`src/rtl/sgp_job_sequencer.sv`:
```
// Job controller for the steganography datapath: decodes the PS control word,
// checks embedding capacity, sequences datapath reset/start and reports status.
module sgp_job_sequencer #(
  parameter int unsigned REG_WIDTH      = 32,
  parameter int unsigned CLR_CYCLES     = 4,
  parameter int unsigned TIMEOUT_CYCLES = 2**24
) (
  input  logic                 sys_clk,
  input  logic                 reset,
  input  logic [REG_WIDTH-1:0] control_signal,
  input  logic [REG_WIDTH-1:0] picture_size,
  input  logic [REG_WIDTH-1:0] message_size,
  input  logic                 out_finish,
  output logic                 dp_rst_n,
  output logic                 start,
  output logic                 sgp_mode,
  output logic                 out_sel,
  output logic [REG_WIDTH-1:0] pixel_size,
  output logic [REG_WIDTH-1:0] secret_size,
  output logic [REG_WIDTH-1:0] output_size,
  output logic                 ps_enb,
  output logic [REG_WIDTH-1:0] respond_signal
);

  localparam int unsigned CNT_W = REG_WIDTH - 8;
  localparam int unsigned CLR_W = (CLR_CYCLES > 1) ? $clog2(CLR_CYCLES) : 1;
  localparam int unsigned WD_W  = $clog2(TIMEOUT_CYCLES);
  localparam logic [CLR_W-1:0] CLR_LAST = CLR_W'(CLR_CYCLES - 1);
  localparam logic [WD_W-1:0]  WD_LAST  = WD_W'(TIMEOUT_CYCLES - 1);

  typedef enum logic [2:0] {
    S_IDLE  = 3'd0,
    S_CHECK = 3'd1,
    S_CLEAR = 3'd2,
    S_RUN   = 3'd3,
    S_DONE  = 3'd4,
    S_ERROR = 3'd5
  } state_e;

  state_e               state_q, state_d;
  logic                 go_prev_q, go_prev_d;
  logic                 abort_prev_q, abort_prev_d;
  logic [REG_WIDTH-1:0] pic_q, pic_d;
  logic [REG_WIDTH-1:0] msg_q, msg_d;
  logic [CLR_W-1:0]     clr_cnt_q, clr_cnt_d;
  logic [WD_W-1:0]      wd_cnt_q, wd_cnt_d;
  logic [CNT_W-1:0]     cycle_count_q, cycle_count_d;
  logic                 done_q, done_d;
  logic                 err_size_q, err_size_d;
  logic                 err_timeout_q, err_timeout_d;
  logic                 err_abort_q, err_abort_d;

  logic                 dp_rst_n_q, dp_rst_n_d;
  logic                 start_q, start_d;
  logic                 sgp_mode_q, sgp_mode_d;
  logic                 out_sel_q, out_sel_d;
  logic [REG_WIDTH-1:0] pixel_size_q, pixel_size_d;
  logic [REG_WIDTH-1:0] secret_size_q, secret_size_d;
  logic [REG_WIDTH-1:0] output_size_q, output_size_d;
  logic                 ps_enb_q, ps_enb_d;
  logic [REG_WIDTH-1:0] respond_q, respond_d;

  logic go_edge, abort_edge, mode_in, ack, size_bad, busy;
  logic unused_ctrl_bits;

  assign mode_in          = control_signal[1];
  assign ack              = control_signal[3];
  assign go_edge          = control_signal[0] & ~go_prev_q;
  assign abort_edge       = control_signal[2] & ~abort_prev_q;
  assign unused_ctrl_bits = ^control_signal[REG_WIDTH-1:4];

  // message_size*8 is formed in REG_WIDTH+3 bits so the capacity test never wraps
  assign size_bad = ({msg_q, 3'b000} > {3'b000, pic_q}) || (pic_q == '0) || (msg_q == '0);

  always_comb begin
    state_d        = state_q;
    go_prev_d      = control_signal[0];
    abort_prev_d   = control_signal[2];
    pic_d          = pic_q;
    msg_d          = msg_q;
    clr_cnt_d      = clr_cnt_q;
    wd_cnt_d       = wd_cnt_q;
    cycle_count_d  = cycle_count_q;
    done_d         = done_q;
    err_size_d     = err_size_q;
    err_timeout_d  = err_timeout_q;
    err_abort_d    = err_abort_q;
    sgp_mode_d     = sgp_mode_q;
    out_sel_d      = out_sel_q;
    pixel_size_d   = pixel_size_q;
    secret_size_d  = secret_size_q;
    output_size_d  = output_size_q;

    case (state_q)
      S_IDLE: begin
        if (go_edge) begin
          state_d    = S_CHECK;
          pic_d      = picture_size;
          msg_d      = message_size;
          sgp_mode_d = mode_in;
          out_sel_d  = mode_in;
          if (mode_in) begin
            pixel_size_d  = {message_size[REG_WIDTH-4:0], 3'b000};
            secret_size_d = '0;
            output_size_d = message_size;
          end else begin
            pixel_size_d  = picture_size;
            secret_size_d = message_size;
            output_size_d = picture_size;
          end
        end
      end
      S_CHECK: begin
        if (abort_edge) begin
          state_d     = S_ERROR;
          err_abort_d = 1'b1;
        end else if (size_bad) begin
          state_d    = S_ERROR;
          err_size_d = 1'b1;
        end else begin
          state_d       = S_CLEAR;
          clr_cnt_d     = '0;
          wd_cnt_d      = '0;
          cycle_count_d = '0;
        end
      end
      S_CLEAR: begin
        if (abort_edge) begin
          state_d     = S_ERROR;
          err_abort_d = 1'b1;
        end else if (clr_cnt_q == CLR_LAST) begin
          state_d = S_RUN;
        end else begin
          clr_cnt_d = clr_cnt_q + CLR_W'(1);
        end
      end
      S_RUN: begin
        wd_cnt_d = wd_cnt_q + WD_W'(1);
        if (cycle_count_q != '1) cycle_count_d = cycle_count_q + CNT_W'(1);
        // finish takes priority so a job that completed is never reported as aborted
        if (out_finish) begin
          state_d = S_DONE;
          done_d  = 1'b1;
        end else if (wd_cnt_q == WD_LAST) begin
          state_d       = S_ERROR;
          err_timeout_d = 1'b1;
        end else if (abort_edge) begin
          state_d     = S_ERROR;
          err_abort_d = 1'b1;
        end
      end
      S_DONE, S_ERROR: begin
        if (ack) begin
          state_d       = S_IDLE;
          done_d        = 1'b0;
          err_size_d    = 1'b0;
          err_timeout_d = 1'b0;
          err_abort_d   = 1'b0;
        end
      end
      default: state_d = S_IDLE;
    endcase

    busy       = (state_q == S_CHECK) || (state_q == S_CLEAR) || (state_q == S_RUN);
    dp_rst_n_d = (state_q == S_RUN) || (state_q == S_DONE) || (state_q == S_ERROR);
    start_d    = (state_q == S_RUN);
    ps_enb_d   = (state_q != S_RUN);
    respond_d  = {cycle_count_q, state_q, err_abort_q, err_timeout_q, err_size_q, done_q, busy};
  end

  always_ff @(posedge sys_clk) begin
    if (reset) begin
      state_q       <= S_IDLE;
      // edge history tracks the live level so a request held through reset is not a new edge
      go_prev_q     <= control_signal[0];
      abort_prev_q  <= control_signal[2];
      pic_q         <= '0;
      msg_q         <= '0;
      clr_cnt_q     <= '0;
      wd_cnt_q      <= '0;
      cycle_count_q <= '0;
      done_q        <= 1'b0;
      err_size_q    <= 1'b0;
      err_timeout_q <= 1'b0;
      err_abort_q   <= 1'b0;
      dp_rst_n_q    <= 1'b0;
      start_q       <= 1'b0;
      sgp_mode_q    <= 1'b0;
      out_sel_q     <= 1'b0;
      pixel_size_q  <= '0;
      secret_size_q <= '0;
      output_size_q <= '0;
      ps_enb_q      <= 1'b1;
      respond_q     <= '0;
    end else begin
      state_q       <= state_d;
      go_prev_q     <= go_prev_d;
      abort_prev_q  <= abort_prev_d;
      pic_q         <= pic_d;
      msg_q         <= msg_d;
      clr_cnt_q     <= clr_cnt_d;
      wd_cnt_q      <= wd_cnt_d;
      cycle_count_q <= cycle_count_d;
      done_q        <= done_d;
      err_size_q    <= err_size_d;
      err_timeout_q <= err_timeout_d;
      err_abort_q   <= err_abort_d;
      dp_rst_n_q    <= dp_rst_n_d;
      start_q       <= start_d;
      sgp_mode_q    <= sgp_mode_d;
      out_sel_q     <= out_sel_d;
      pixel_size_q  <= pixel_size_d;
      secret_size_q <= secret_size_d;
      output_size_q <= output_size_d;
      ps_enb_q      <= ps_enb_d;
      respond_q     <= respond_d;
    end
  end

  assign dp_rst_n       = dp_rst_n_q;
  assign start          = start_q;
  assign sgp_mode       = sgp_mode_q;
  assign out_sel        = out_sel_q;
  assign pixel_size     = pixel_size_q;
  assign secret_size    = secret_size_q;
  assign output_size    = output_size_q;
  assign ps_enb         = ps_enb_q;
  assign respond_signal = respond_q;

endmodule

```
`config.mk`:
```
export PLATFORM = sky130hd
export DESIGN_NAME = sgp_job_sequencer
export DESIGN_NICKNAME = d
export VERILOG_FILES = /design/src/rtl/sgp_job_sequencer.sv
export SDC_FILE = /design/constraint.sdc
export NUM_CORES = 1
export LEC_CHECK = 0
export ABC_AREA = 1
export BUFFER_PORTS_ARGS = -buffer_cell sky130_fd_sc_hd__buf_4
export CAP_MARGIN = 40
export CORE_ASPECT_RATIO = 0.7
export CORE_UTILIZATION = 27
export DETAILED_ROUTE_END_ITERATION = 16
export GPL_TIMING_DRIVEN = 0
export PLACE_DENSITY = 0.54
export SYNTH_ARGS = -nofsm -noshare
export SYNTH_HDL_FRONTEND = slang
export SYNTH_SLANG_ARGS = --single-unit
```
`constraint.sdc`:
```
create_clock -name sys_clk -period 3.8 [get_ports sys_clk]
set_clock_uncertainty 0.2 [all_clocks]
set_input_delay 0.76 -clock sys_clk [delete_from_list [all_inputs] [get_ports sys_clk]]
set_output_delay 0.76 -clock sys_clk [all_outputs]
set_load 0.03 [all_outputs]
```
==> summary.md <==
| Metric | Value |
|---|---|
| Sequential Area | 5100 µm² |
| DR pass1 iterations | 6 |
| I/O pins | 232 |
| CTS buffer count | 28 |
| DP Cell Count | 2,215 |
| Clock sink total | 255 |
| Clock Path Buffers | 3 |
| Clock-pin slew on the worst setup and hold paths | 0.06 ns |
| # setup viols final | 0 |
| Pre-CTS setup slack | 0.671 ns |
| Startpoint types | flop |
| Initial core utilization | 0.277 |
| First-pass GRT wire length | 63,300 µm |
| CTS tree | built |
| Area of the core | 40,100 µm² |
| Syn_nets | 1,610 |
| GRT Util Overall | 0.197 |
| WP data required | 4.06 ns |
| Unique masters post-synth | 39 |
| Slew @ Worst Pin | 0.905 ns |
| Antenna cells | 0 |
| Post-DP HPWL | 33,200 µm |
| Syn Area/Cell | 7.50 µm² |
| Synth warn | 0 |
| CTS hold repair buffers | 0 |
| DR DRC count | 0 |
| Synth area leader | dfxtp_1 |
| Initial antenna violation count | 0 |
| Wire length per cell | 18.7 µm |
| Core Util, Final | 0.355 |
| Seq cells post-synth | 255 |
| Floorplan row count | 61 |
| DRT Wirelength | 42,400 µm |
| Post_cts resized | 0 |
| Outcome | complete, no violations |
| Clk root buf | clkbuf_16 |
| Sequential cell area fraction in the yosys report | 0.460 |
| Worst skew pair latency | 0.57 ns |
| Unrepaired setup endpoints after global routing | false |
| Area share of the largest cell type after synthesis | 0.460 |
| Setup TNS Final | 0 ns |
| Fmax | 343 MHz |
| Final nets | 1,841 |
| Antenna Nets Post-Route | 0 |
| HP Class | in2reg |
| Pleak | 5.64 nW |
| Fillers | 4,236 |
| Vias in the first global route | 10,458 |
| Fin crit period | 2.92 ns |
| Critical path class | reg2reg |
| Remaining global-route overflow | 0 |
| Mapped Cells | 1,479 |
| H-tree levels | 1 |
| Gpl congestion | 0.975 |
| Die height | 172 µm |
| DR vias/cell | 5.03 |
| Layout area overhead | 28.1% |
| Power Density | 564 nW/µm² |
| PortBufs | 201 |
| Layout cells sized above 1 | 0.170 |
| Largest net degree at the start of global routing | 15 |
| Final Max Tran Viols | 0 |
| Main area contributors after synthesis | dfxtp_1 (46%), nand2_1 (10%), a21oi_1 (7.5%) |
| Post-CTS Setup Repair Bufs | 0 |
| Iter 0 DRT Violations | 1,012 |
| Mapped cell area | 11,100 µm² |
| Final Non-Filler Cells | 2,266 |
| CP Capture Type | flop |
| Maximum VDD drop | 0.336 mV |
| Hold Vio Cnt, Final | 0 |
| Multi-input gate area | 5200 µm² |
| Slew margin rel. | 0.397 |
| Max-Cap Viols | 0 |
| PnR worst setup slack | 0.884 ns |
| CP arrival | 3.18 ns |
| Via Count | 11,397 |
| Crit Path Max Fanout | 10 |
| Tcrit/Tclk final | 0.767 |
| Die ar. | 41,900 µm² |
| Die width | 244 µm |
==> cell families (layout without fill, tap and decap cells) <==
group           count (synthesis)  after routing  synth area share
fa+ha+maj                      32             32            0.0361
compound gates                331            331             0.158
buf+inv                       202            454            0.0714
xor+xnor                       22             22            0.0174
flops                         255            255             0.460
simple gates                  637            637             0.257
==> sequential cells by signal (all words and copies together) (netlist names), 2 cells and up <==
signal          count
msg_q              32
output_size        32
clr_cnt_q           2
wd_cnt_q           24
pixel_size         32
respond_signal     32
state_q             3
cycle_count_q      24
pic_q              32
secret_size        32
==> Yosys cell counts (all sizes together) <==
cell type and n:
a21oi 166, nor3 17, or2 15, o31ai 1, xor2 22, nand4 34
buf 20, o211ai 2, a31oi 58, a21o 2, a22oi 1, nand2 307
nor2 110, o21ai 100, nor3b 4, dfxtp 255, ha 32, nand3b 4
nor4 18, inv 111, o2111ai 1, clkbuf 71, nand3 128
==> metrics by stage <==
stage	power [W]	hold slack, ns	instance area, µm²
after floorplan	0.00443	0.200	11100
after global placement	0.00526	0.250	13300
after detailed placement	0.00528	0.245	13300
after CTS	0.00805	0.0749	14200
after global routing	0.00840	0.0841	14200
final	0.00802	0.107	14200
==> placed cells by master (no fill, tap or decap), drive strengths merged <==
cell and n:
clkbuf 111, nor3b 4, a21oi 166, o2111ai 1, nand3 128, bufinv 1, a22oi 1, nor4 18
buf 221, o31ai 1, dfxtp 255, o211ai 2, a21o 2, nand2 307, clkinv 8, nor2 110
ha 32, nor3 17, inv 111, a31oi 58, nand3b 4, nand4 34, clkinvlp 2, or2 15
xor2 22, o21ai 100
==> worst max-delay path, cell delays in order, from the launching register on <==
cell     delay, ns
dfxtp_1       0.33
inv_1         0.07
ha_1          0.30
nand2_1       0.07
nor2_1        0.16
nand4_1       0.11
nor2_1        0.43
nand2_1       0.10
nand2_1       0.07
nand2_1       0.10
nand4_1       0.11
buf_2         0.23
buf_2         0.27
nand3_1       0.10
a21oi_1       0.15
==> worst paths after layout <==
path                            depth (start not counted)  slack (ns)                  startpoint                            to
worst max-delay path                                   14        0.88      pic_q[26]$_SDFFE_PP0P_     wd_cnt_q[23]$_SDFFE_PP0P_
worst min-delay path                                    1        0.11           control_signal[2]          abort_prev_q$_DFF_P_
worst max register to register                         14        0.88      pic_q[26]$_SDFFE_PP0P_     wd_cnt_q[23]$_SDFFE_PP0P_
worst min register to register                          2        0.26  err_timeout_q$_SDFFE_PP0P_  respond_signal[3]$_SDFF_PP0_
==> metal layers <==
layer / part of all wire / track usage / routed length, µm / up-vias
met5: 0 / 0 / 0 / -
met4: 0.023 / 0.0462 / 960 / 0
met3: 0.083 / 0.0429 / 3500 / 56
met2: 0.41 / 0.282 / 17200 / 447
met1: 0.49 / 0.296 / 20800 / 5445
li1: - / - / - / 5449
==> where the power goes <==
group / total [W] / switching (W) / internal [W]
Sequential: 0.00313 / 0.000170 / 0.00296
Clock: 0.00276 / 0.00116 / 0.00160
Combinational: 0.00213 / 0.00147 / 0.000664
==> cell type report <==
cell class / count / share of cell area
inverter: 111 / 0.0293
sequential: 255 / 0.359
buffer: 91 / 0.0264
timing repair buffer: 201 / 0.106
multi-input combinational: 1022 / 0.366
tap: 535 / 0.0471
clock buffer: 40 / 0.0588
clock inverter: 11 / 0.00704
Note: power is estimated with default switching activity, not from simulation.
